--- config.mk ---
export PLATFORM = sky130hd
export DESIGN_NAME = shift_arbiter
export DESIGN_NICKNAME = d
export VERILOG_FILES = /design/src/rtl/shift_arbiter.sv
export SDC_FILE = /design/constraint.sdc
export NUM_CORES = 1
export LEC_CHECK = 0
export CAP_MARGIN = 20
export CORE_ASPECT_RATIO = 1.25
export CORE_MARGIN = 5
export CORE_UTILIZATION = 34
export DETAILED_ROUTE_END_ITERATION = 12
export GPL_ROUTABILITY_DRIVEN = 0
export PLACE_DENSITY = 0.74
export SYNTH_ARGS = -nofsm -noshare
export SYNTH_HDL_FRONTEND = slang
export SYNTH_SLANG_ARGS = --single-unit
--- constraint.sdc ---
create_clock -name clk -period 1.4 [get_ports clk]
set_clock_uncertainty 0.05 [all_clocks]
set_input_delay 0.35 -clock clk [delete_from_list [all_inputs] [get_ports clk]]
set_output_delay 0.35 -clock clk [all_outputs]
set_load 0.01 [all_outputs]
--- src/rtl/shift_arbiter.sv ---
// shift_arbiter: round-robin front end that lets two requesters share one
// external combinational barrel shifter. Each accepted op is captured, run
// through the shifter for one cycle, and returned on the owner's response
// channel before the next request is considered.
module shift_arbiter #(
    parameter int DWIDTH    = 16,
    parameter int SHIFT_NUM = 4
) (
    input  logic                 clk,
    input  logic                 rst,

    input  logic                 req0_valid,
    output logic                 req0_ready,
    input  logic [DWIDTH-1:0]    req0_data,
    input  logic [SHIFT_NUM-1:0] req0_shamt,
    input  logic                 req0_l_r,
    input  logic                 req0_a_l,

    input  logic                 req1_valid,
    output logic                 req1_ready,
    input  logic [DWIDTH-1:0]    req1_data,
    input  logic [SHIFT_NUM-1:0] req1_shamt,
    input  logic                 req1_l_r,
    input  logic                 req1_a_l,

    output logic                 resp0_valid,
    input  logic                 resp0_ready,
    output logic [DWIDTH-1:0]    resp0_data,

    output logic                 resp1_valid,
    input  logic                 resp1_ready,
    output logic [DWIDTH-1:0]    resp1_data,

    output logic [DWIDTH-1:0]    sh_data_i,
    output logic [SHIFT_NUM-1:0] sh_shamt,
    output logic                 sh_l_r,
    output logic                 sh_a_l,
    input  logic [DWIDTH-1:0]    sh_data_o
);

    typedef enum logic [1:0] {
        IDLE = 2'd0,
        EXEC = 2'd1,
        RESP = 2'd2
    } state_t;

    state_t                 state;
    state_t                 state_next;

    logic                   last_grant;
    logic                   owner;
    logic                   grant;
    logic                   any_req;
    logic                   accept;
    logic                   resp_done;

    logic [DWIDTH-1:0]      op_data_p0;
    logic [SHIFT_NUM-1:0]   op_shamt_p0;
    logic                   op_l_r_p0;
    logic                   op_a_l_p0;
    logic [DWIDTH-1:0]      result_p1;

    // Round-robin pick: a lone requester always wins, a tie goes to the one
    // that was not served last.
    always_comb begin
        any_req = req0_valid | req1_valid;
        grant   = 1'b0;
        if (req0_valid && req1_valid) begin
            grant = ~last_grant;
        end else if (req1_valid) begin
            grant = 1'b1;
        end
    end

    // Next-state decode and handshake outputs. Requests are only offered in
    // IDLE, so response completion never feeds request acceptance in the same
    // cycle.
    always_comb begin
        state_next  = state;
        req0_ready  = 1'b0;
        req1_ready  = 1'b0;
        accept      = 1'b0;
        resp_done   = 1'b0;
        resp0_valid = 1'b0;
        resp1_valid = 1'b0;
        case (state)
            IDLE: begin
                accept     = any_req;
                req0_ready = any_req && !grant;
                req1_ready = any_req && grant;
                if (any_req) begin
                    state_next = EXEC;
                end
            end
            EXEC: begin
                state_next = RESP;
            end
            RESP: begin
                resp0_valid = !owner;
                resp1_valid = owner;
                resp_done   = owner ? resp1_ready : resp0_ready;
                if (resp_done) begin
                    state_next = IDLE;
                end
            end
            default: begin
                state_next = IDLE;
            end
        endcase
    end

    // State register.
    always_ff @(posedge clk) begin
        if (rst) begin
            state <= IDLE;
        end else begin
            state <= state_next;
        end
    end

    // Arbitration history and ownership of the op in flight.
    always_ff @(posedge clk) begin
        if (rst) begin
            last_grant <= 1'b1;
            owner      <= 1'b0;
        end else if (accept) begin
            last_grant <= grant;
            owner      <= grant;
        end
    end

    // Stage p0: operand capture from the granted requester on accept.
    always_ff @(posedge clk) begin
        if (rst) begin
            op_data_p0  <= '0;
            op_shamt_p0 <= '0;
            op_l_r_p0   <= 1'b0;
            op_a_l_p0   <= 1'b0;
        end else if (accept) begin
            if (grant) begin
                op_data_p0  <= req1_data;
                op_shamt_p0 <= req1_shamt;
                op_l_r_p0   <= req1_l_r;
                op_a_l_p0   <= req1_a_l;
            end else begin
                op_data_p0  <= req0_data;
                op_shamt_p0 <= req0_shamt;
                op_l_r_p0   <= req0_l_r;
                op_a_l_p0   <= req0_a_l;
            end
        end
    end

    // The shifter only ever sees registered operands, giving it a full cycle.
    assign sh_data_i = op_data_p0;
    assign sh_shamt  = op_shamt_p0;
    assign sh_l_r    = op_l_r_p0;
    assign sh_a_l    = op_a_l_p0;

    // Stage p1: shifter output captured at the end of EXEC.
    always_ff @(posedge clk) begin
        if (rst) begin
            result_p1 <= '0;
        end else if (state == EXEC) begin
            result_p1 <= sh_data_o;
        end
    end

    // Result is exposed only to the owner while its response is pending.
    assign resp0_data = resp0_valid ? result_p1 : '0;
    assign resp1_data = resp1_valid ? result_p1 : '0;

endmodule

* Yosys cells after proc, flatten, opt, wreduce, memory -nomap -nowiden
Index checks and enable logic that the tools add are counted.
Word-level totals: register bits 42, latch bits 0, bits in writable memories 0, ROM bits 0, memories 0
Cells by class: $add $sub $neg 0, multipliers 0, div/mod/pow operators 0, magnitude comparators 0, equality and inequality tests 4, shifts and indexed selects 0, mux-type cells 17, bitwise logic cells 2, reduce and logical (&&, ||, !) cells 7
Operator list (count):
- 2-to-1 mux 16 bit | 3
- 2-to-1 mux 1 bit | 10
- case mux 2 bit (3 select lines) | 1
- 2-to-1 mux 2 bit | 2
- 2-to-1 mux 4 bit | 1
- != test 2 bit (second input constant) | 2
- logical AND 1 bit | 3
- equality test 2 x 1 -> 1 bit (second input constant) | 1
- equality test 2 bit (second input constant) | 1
- logical NOT 1 bit | 2
- logical NOT 2 bit | 1
- AND reduction 2 bit | 1
- NOT 1 bit | 1
- bitwise OR 1 bit | 1

* Longest topological paths before layout
Gate-level depths: netlist (run 1).
depth after elaboration 5, gate-level depth with buffers 5, mapped depth without buffers 4

* Worst setup path before layout (run 1)
No wires, ideal clock.
path kind reg2out, start register state[0], end output port resp1_data[10], data arrival time 1.075 ns, data required time 1.000 ns, setup slack -0.075 ns, cell stages (with the launch flop) 5, path buffers 2, cell sequence dfxtp_1 -> and3b_1 -> clkbuf_1 -> buf_2 -> and2_1
Between the ends: word-level cells in the longest chain between the ends 3
RTL lines:
- from (decl) | line 47 | state_t state;
- from (signal assigned) | line 117 | state <= state_next;
- equality test 2 bit | line 86 | case (state)
- 2-to-1 mux 1 bit | line 86
- via resp1_valid | line 30 | output logic resp1_valid,
- 2-to-1 mux 16 bit | line 171 | assign resp1_data = resp1_valid ? result_p1 : '0;
- to (decl) | line 32 | output logic [DWIDTH-1:0] resp1_data,
The timed path passes the listed nets, and every way through them passes these cells.

* Worst setup path in the final report (run 1)
start register state[0], end output port resp0_data[14]
Between the ends: word-level cells in the longest chain between the ends 3
RTL lines:
- equality test 2 bit | line 86
- 2-to-1 mux 1 bit | line 86
- 2-to-1 mux 16 bit | line 170 | assign resp0_data = resp0_valid ? result_p1 : '0;
- to (decl) | line 28 | output logic [DWIDTH-1:0] resp0_data,
Every way passes these cells.

==> summary.txt, run 1 <==
Status
  • Status: finished, violations left
  • Failing checks: negative setup slack

Yosys
  • Syn Area/Cell: 8.20 um^2
  • Dominant synthesized flop cell: dfxtp_1
  • Yosys Warn Count: 0
  • Synthesized flop and latch total: 42
  • Syn Inst Count: 256
  • Post-synth EDFFs: 0
  • Mapped Area: 2100 um^2
  • Cell variety after synth: 30
  • Share of flip-flops with an asynchronous set or reset: 0%
  • Sequential fraction of the synthesis area: 40.1%
  • Syn nets: 322

Floorplan
  • Top Ports: 124
  • Die area: 7850 um^2
  • Initial core utilization: 34.5%
  • Die H: 97.8 um
  • Core area: 6090 um^2
  • Die X: 80.3 um
  • Rows: 32

Final layout
  • Final instance area: 3870 um^2
  • ANT cells: 0
  • Synthesis-to-layout area growth: 84.4%
  • Nets: 464
  • Fill cells: 526
  • Register area: 847 um^2
  • Fraction of final layout cells with drive strength greater than 1: 33.6%
  • Multi-input logic area: 1210 um^2

Routing
  • Routed WL: 7.15 mm
  • ANT nets after route: 0
  • DRT iter0 DRCs: 116
  • WL per Instance: 14.8 um
  • Residual DRC: 0
  • Vias: 2339
  • Drt pass-1 iters: 5
  • Via density: 4.83

Flow run
  • Max Cap Viol: 0

Hold path
  • Hold WC Path Type: in -> reg
  • Hold path depth: 2
  • WHS Endpoint: sh_shamt[0]
  • Hold Startpoint: rst

Worst setup path
  • Crit start category: flop
  • Worst Path Required: 1.00 ns
  • Worst reg2reg path depth: 6
  • Internal reg-to-reg setup slack: -0.13 ns
  • Delay-heaviest family, CP: simple AND/OR/NAND/NOR gates
  • CP peak stage delay: 0.37 ns
  • Setup crit end kind: output pin
  • Reg2reg start: state[1]
  • Worst EP arrival: 1.42 ns
  • Crit path kind: reg -> out
  • Critical-path cell list: nor3b_4, buf_12, buf_8, and2_4, buf_6
  • CP Max Fanout: 8
  • FF-to-FF End: sh_data_i[13]
  • Crit-path slowest cell: dfxtp_4
  • WP buf/inv: 3

Clock network
  • CTS tree: built
  • CTS Buf Count: 5
  • Worst-Skew Late Latency: 0.29 ns
  • H-tree Lvls: 2
  • Clock sinks: 42
  • Clock tree buffer depth: 2
  • Clk pin slew, worst setup/hold paths: 0.09 ns
  • Root Buffer: clkbuf_8

Pwr
  • Maximum vdd ir drop: 0.000429 V
  • Internal power: 2.26 mW
  • Clock share of power: 23.6%
  • Comb power frac: 33.3%
  • Sw frac: 30.0%
  • Switching power: 965 uW
  • Leakage: 1.66 nW
  • Seq pwr share: 43.1%
  • Power Density: 832 nW/um^2

Global routing
  • Wire length of the first global-routing pass: 10.6 mm
  • Gr usage total: 17.0%
  • Initial antenna violation count: 0
  • GR Overflow Total: 0
  • Largest net degree at the start of global routing: 26
  • Vias in the first global route: 2160

STA
  • Final Hold Viols: 0
  • Final Critical Period: 1.82 ns
  • Slew HR: 81.3%
  • RSZ-0062 raised after global routing: true
  • Final Max Tran Viols: 0
  • Final period util: 130%
  • Upper clock frequency limit: 548 MHz
  • Worst slew pin tran: 0.280 ns
  • Count of final setup violators: 59
  • Total negative setup slack: -14.52 ns
  • Setup ws final: -0.424 ns

Place
  • Placed Area: 3560 um^2
  • Post-DP HPWL: 5.04 mm
  • Port Buf Inserts: 123
[power by group through the flow]
stage          registers, mW  logic, mW  clock network, mW
3_5_place_dp            1.42       1.01                  0
4_1_cts                 1.39       1.01              0.785
6_report                1.39       1.07              0.760
2_1_floorplan           1.44      0.436                  0
5_1_grt                 1.40       1.15              0.829
3_3_place_gp            1.41      0.997                  0
[metal layers]
layer / track usage [%] / vias up / routed length [um]
met4: 5.85 / 0 / 96
met3: 4.80 / 11 / 554
li1: - / 1164 / -
met5: 0 / - / 0
met2: 29.3 / 102 / 3540
met1: 19.7 / 1062 / 2960
[repair_timing]
item | CTS | global route
endpoints found under the hold margin | 0 | 0
resized for setup | 194 | 51
cloned | 2 | 2
buffers inserted | 4 | 4
pin swaps | 16 | 13
setup endpoints to repair | 82 | 59
hold buffers | 0 | 0
[kinds of logic (layout without fill, tap and decap cells)]
logic type / count (synthesis) / after routing / share of synthesized area, %
simple gates: 122 / 122 / 28.9
compound gates: 66 / 66 / 23.7
buf+inv: 25 / 168 / 6.80
flops: 42 / 42 / 40.1
mux: 1 / 1 / 0.477
[per-stage QoR]
| stage | power (mW) | std cells | utilization, % | hold WS (ns) | setup WS, ns |
|---|---|---|---|---|---|
| 5_1_grt | 3.39 | 484 | 63.6 | 0.340 | -0.463 |
| 6_report | 3.22 | 484 | 63.6 | 0.325 | -0.424 |
| 4_1_cts | 3.18 | 479 | 59.3 | 0.318 | -0.445 |
| 2_1_floorplan | 1.88 | 256 | - | 0.390 | 0.0104 |
| 3_3_place_gp | 2.41 | 465 | 58.4 | 0.397 | -0.771 |
| 3_5_place_dp | 2.42 | 465 | 58.4 | 0.404 | -0.795 |
[worst max-delay path by stage]
stage                     from        endpoint  slack, ns  depth (start not counted)
floorplan             state[0]  resp1_data[10]       0.01                          4
global placement    req1_valid      req1_ready      -0.77                          5
detailed placement  req1_valid      req1_ready      -0.80                          5
CTS                   state[0]   resp0_data[0]      -0.44                          5
global route          state[0]   resp0_data[3]      -0.46                          5
finish                state[0]  resp0_data[14]      -0.42                          5
[layout by cell type (no fill, tap or decap), types with 3 or more instances in the layout]
cell,instances
a31oi_1,6
o21ai_1,3
buf_12,6
clkdlybuf4s50_1,62
a311oi_2,12
and2_4,26
a21oi_2,4
o21ai_0,4
nand3_1,6
and2_1,6
dfxtp_1,39
nand4_1,6
clkbuf_8,5
a21oi_1,30
buf_4,22
buf_6,33
buf_2,8
dlygate4sd2_1,24
nand2_1,64
clkbuf_16,3
a311oi_1,4
[worst reg2reg max path, stage by stage, from the launching register on]
cell	delay, ns
dfxtp_2	0.34
buf_4	0.14
buf_4	0.13
or2_1	0.30
buf_4	0.19
o21ai_0	0.16
a31oi_1	0.09
[state kept, by name (all words and copies together), names as in the netlist]
register,flops
sh_a_l,1
sh_shamt,4
state,2
last_grant,1
owner,1
result_p1,16
sh_data_i,16
sh_l_r,1
[cell usage after synthesis, types with 2 or more instances]
cell      count  share of area (%)
a21oi_2       4                1.7
nor2_1        3               0.54
nand2_1      66                 12
clkbuf_1      7                1.3
o21ai_0       7                1.7
dfxtp_1      42                 40
buf_2         9                2.1
a311oi_1      6                2.5
nand4_1       6                1.8
a21oi_1      30                7.2
and2_1       32                9.5
buf_6         2                1.1
nand3_1       6                1.4
or2_1         2               0.60
buf_4         5                1.8
a31oi_1       6                1.8
a311oi_2     10                7.2
[final cells by class]
type / instances / area share [%]
Sequential cell: 42 / 21.9
Multi-Input combinational cell: 189 / 31.3
Timing Repair Buffer: 159 / 41.8
Clock buffer: 6 / 1.88
Inverter: 1 / 0.0970
Tap cell: 85 / 2.75
Clock inverter: 2 / 0.259
(Power assumes the default switching activity.)
==> inputs of run 2 (changes only) <==
Settings changed: CORE_ASPECT_RATIO 1.25 to not set.
==> run 2 against run 1 <==
Net effect: the flow still finishes with violations (negative setup slack); cell count down 2.5%; non-clock buffer count fell by 2; critical path type unchanged; via count down 0.94%; design area shrank 2.6%; worst setup slack better by 0.078 ns; sequential power about the same; critical path depth shrank 1; total power is 1.2% higher; sequential cell count did not move; critical endpoint is now resp1_data[9]; clock power is 3.8% higher; wire length is 3.2% lower; first-iteration DRC count decreased by 57%.
==> summary.txt, run 2 (synthesis results as in run 1) <==
Status
  • Status: finished, violations left
  • Failing checks: negative setup slack

Floorplan
  • Die area: 7840 um^2
  • Die H: 88.6 um
  • Die X: 88.6 um
  • Core area: 5960 um^2
  • Top Ports: 124
  • Initial core utilization: 35.2%
  • Rows: 28

Worst setup path
  • Worst Path Required: 1.00 ns
  • Worst EP arrival: 1.35 ns
  • Setup crit end kind: output pin
  • CP Max Fanout: 17
  • Crit start category: flop
  • Crit path kind: reg -> out

Clock network
  • CTS tree: built
  • CTS Buf Count: 5
  • H-tree Lvls: 2
  • Worst-Skew Late Latency: 0.29 ns
  • Clock tree buffer depth: 2
  • Clock sinks: 42
  • Root Buffer: clkbuf_8
  • Cts hold-fix bufs: 0
  • Clk pin slew, worst setup/hold paths: 0.08 ns

Routing
  • ANT nets after route: 0
  • Drt pass-1 iters: 4
  • WL per Instance: 14.7 um
  • Vias: 2317
  • Routed WL: 6.92 mm
  • DRT iter0 DRCs: 50
  • Residual DRC: 0
  • Via density: 4.91

Place
  • Post-DP HPWL: 5.09 mm
  • Placed Area: 3530 um^2
  • Port Buf Inserts: 123

Final layout
  • Highest-count cells in the layout ignoring fill and taps: 64 x nand2_1, 62 x clkdlybuf4s50_1, 39 x dfxtp_1
  • Most common cell after layout, fill and taps aside: nand2_1
  • Core Util, Final: 63.3%
  • Synthesis-to-layout area growth: 79.7%
  • Nets: 462
  • Final instance area: 3770 um^2
  • ANT cells: 0
  • Fill cells: 542
  • Multi-input logic area: 1190 um^2
  • Register area: 847 um^2
  • Fraction of final layout cells with drive strength greater than 1: 31.5%

Global routing
  • Vias in the first global route: 2210
  • Wire length of the first global-routing pass: 10.1 mm
  • Largest net degree at the start of global routing: 23
  • GR Overflow Total: 0
  • Gr usage total: 16.4%
  • Initial antenna violation count: 0

Pwr
  • Comb power frac: 33.2%
  • Switching power: 937 uW
  • Internal power: 2.32 mW
  • Leakage: 1.63 nW
  • Seq pwr share: 42.6%
  • Power Density: 864 nW/um^2
  • Design Power: 3.26 mW
  • Clock share of power: 24.2%
  • Maximum vdd ir drop: 0.000412 V
  • Sw frac: 28.7%

STA
  • Upper clock frequency limit: 573 MHz
  • Slew HR: 80.9%
  • Final Critical Period: 1.75 ns
  • Final period util: 125%
  • Setup ws final: -0.346 ns
  • Count of final setup violators: 37
  • Worst slew pin tran: 0.287 ns
  • Final Max Tran Viols: 0
  • Final Hold Viols: 0
  • Hold_ws: 0.315 ns
  • RSZ-0062 raised after global routing: true

Hold path
  • Hold WC Path Type: in -> reg

Flow run
  • Max Cap Viol: 0
-- run 2: changes by cell type in the layout (fill, tap and decap cells not counted), sizes merged --
cell / before / now
buf: 70 / 69
clkinv: 2 / 1
-- run 2: stage by stage --
step	setup WS, ns	setup TNS, ns	instances
after floorplan	0.0104	0	256
after global placement	-0.825	-23.94	455
after detailed placement	-0.828	-25.31	455
after CTS	-0.358	-12.05	467
after global routing	-0.387	-14.10	472
final	-0.346	-11.18	472
-- run 2: area by class of cell --
| class | instances | share of cell area (%) |
|---|---|---|
| sequential | 42 | 22.5 |
| tap | 75 | 2.49 |
| multi-input combinational | 189 | 31.6 |
| clock buffer | 7 | 2.29 |
| timing repair buffer | 157 | 40.9 |
| inverter | 1 | 0.0995 |
| clock inverter | 1 | 0.133 |
-- run 2: worst paths after layout --
kind                 start            end  slack (ns)  cells past startpoint
max               state[0]  resp1_data[9]       -0.35                      4
max reg2reg       state[1]   sh_data_i[6]           0                      7
min reg2reg  result_p1[15]  result_p1[15]        0.42                      2
min                    rst   result_p1[1]        0.32                      2
-- run 2: timing repair --
| action | in CTS | in global routing |
|---|---|---|
| resized for setup | 187 | 45 |
| setup endpoints to repair | 80 | 57 |
| gates cloned | 1 | 2 |
| buffers inserted | 3 | 4 |
| pin swaps | 6 | 27 |
-- run 2: worst max-delay path, stage by stage, from the launching register on --
cell and delay (ns):
dfxtp_4 0.38, and3b_2 0.24, buf_12 0.15, and2_1 0.15
buf_2 0.14
-- run 2: routing by layer --
metal | routed length [um] | GRT usage (%) | share of wire (%) | vias up
met5 | 0 | 0 | 0 | -
met3 | 757 | 6.52 | 11 | 8
met4 | 56 | 3.30 | 0.81 | 0
met2 | 3400 | 29.7 | 49 | 98
li1 | - | - | - | 1157
met1 | 2710 | 18.0 | 39 | 1054
-- run 2: power groups by stage --
stage	Sequential [mW]	Combinational (mW)	Clock [mW]
2_1_floorplan	1.44	0.436	0
3_3_place_gp	1.41	0.983	0
3_5_place_dp	1.42	0.997	0
4_1_cts	1.38	1.00	0.826
5_1_grt	1.41	1.17	0.870
6_report	1.39	1.08	0.789
==> inputs of run 3 (changes only) <==
Settings changed: MAX_ROUTING_LAYER set to met4.
==> run 3 against run 2 <==
Net effect: the run still ends with negative setup slack left; sequential share of layout area unchanged; count of clock-buffer cells in the layout unchanged; maximum frequency grew 0.12%; critical path depth is the same; via count barely moved; clock power is essentially flat; critical path type unchanged; non-clock buffer count unchanged; die area is the same; wire length decreased by 0.17%; global-route usage rose by 0.48 points; register-to-register slack barely moved.
==> summary.txt, run 3 (synthesis results as in run 1) <==
Pwr
  • Power Density: 864 nW/um^2
  • Design Power: 3.26 mW
  • Leakage: 1.63 nW
  • Maximum vdd ir drop: 0.000413 V

Clock network
  • CTS Buf Count: 5
  • CTS tree: built
  • Clock tree buffer depth: 2
  • Clock sinks: 42
  • Root Buffer: clkbuf_8
  • Clk pin slew, worst setup/hold paths: 0.08 ns
  • H-tree Lvls: 2
  • Worst-Skew Late Latency: 0.29 ns

Place
  • Port Buf Inserts: 123
  • Dpl ws: -0.828 ns
  • Placed Area: 3530 um^2
  • Post-DP HPWL: 5.09 mm
  • Cells after DPL: 455

Worst setup path
  • WP buf/inv: 2
  • CP Max Fanout: 17
  • Crit start category: flop
  • Crit path kind: reg -> out
  • Delay-heaviest family, CP: simple AND/OR/NAND/NOR gates
  • Setup crit end kind: output pin
  • CP peak stage delay: 0.38 ns
  • Worst EP arrival: 1.34 ns
  • Worst Path Required: 1.00 ns
  • Critical-path cell list: and3b_2, buf_12, and2_1, buf_2
  • Crit-path slowest cell: dfxtp_4

Status
  • Status: finished, violations left
  • Failing checks: negative setup slack

Routing
  • Vias: 2316
  • Via density: 4.91
  • DRT iter0 DRCs: 50
  • Drt pass-1 iters: 4
  • Residual DRC: 0
  • ANT nets after route: 0
  • WL per Instance: 14.6 um
  • Routed WL: 6.91 mm

Floorplan
  • Rows: 28
  • Core area: 5960 um^2
  • Die X: 88.6 um
  • Top Ports: 124
  • Initial core utilization: 35.2%
  • Die area: 7840 um^2
  • Die H: 88.6 um

Final layout
  • Synthesis-to-layout area growth: 79.7%
  • Finished Layout Cells: 472
  • Fraction of final layout cells with drive strength greater than 1: 31.5%
  • Nets: 462
  • Most common cell after layout, fill and taps aside: nand2_1
  • Core Util, Final: 63.3%
  • ANT cells: 0
  • Highest-count cells in the layout ignoring fill and taps: 64 x nand2_1, 62 x clkdlybuf4s50_1, 39 x dfxtp_1
  • Final instance area: 3770 um^2

Global routing
  • Wire length of the first global-routing pass: 10.1 mm
  • GR Overflow Total: 0
  • Initial antenna violation count: 0
  • Largest net degree at the start of global routing: 23
  • Gr usage total: 16.8%
  • Vias in the first global route: 2211

STA
  • Total negative setup slack: -11.13 ns
  • Count of final setup violators: 37
  • Setup ws final: -0.344 ns
  • Final Max Tran Viols: 0
  • Hold_ws: 0.316 ns
  • Worst slew pin tran: 0.287 ns
  • Slew HR: 80.8%
  • Final Hold Viols: 0
  • Final Critical Period: 1.74 ns
  • Final period util: 125%
  • Upper clock frequency limit: 573 MHz
  • RSZ-0062 raised after global routing: true

Hold path
  • Hold WC Path Type: in -> reg

Flow run
  • Max Cap Viol: 0
## run 3: cell counts in the layout (fill, tap and decap cells not counted)
Identical to the previous run, type by type.
## run 3: repair_timing
| item | CTS | global route |
|---|---|---|
| setup buffers | 3 | 4 |
| pin swaps | 6 | 27 |
| setup endpoints to repair | 80 | 57 |
| cloned | 1 | 2 |
| resized for setup | 187 | 45 |
| hold buffers | 0 | 0 |
## run 3: report_power, final
part / switching (mW) / internal (mW) / total (mW)
Clock: 0.390 / 0.398 / 0.788
Combinational: 0.474 / 0.610 / 1.08
Sequential: 0.0729 / 1.32 / 1.39
Total: 0.937 / 2.32 / 3.26
## run 3: area by class of cell
class	instances	area [um^2]
well taps	75	93.8
clock inverters	1	5.00
repair buffers	157	1540
fillers	542	2180
inverters	1	3.75
flip-flops and latches	42	847
clock buffers	7	86.3
multi-input cells	189	1190
## run 3: metal layers
layer | track usage [%] | routed length [um]
met1 | 18.1 | 2760
met5 | - | 0
met3 | 5.96 | 721
met2 | 29.9 | 3370
met4 | 3.30 | 55
## run 3: final timing paths
kind | startpoint | endpoint | slack, ns | cells past startpoint
min reg2reg | result_p1[15] | result_p1[15] | 0.42 | 2
max | state[0] | resp1_data[9] | -0.34 | 4
min | rst | result_p1[1] | 0.32 | 2
max reg2reg | state[1] | sh_data_i[6] | 0 | 7
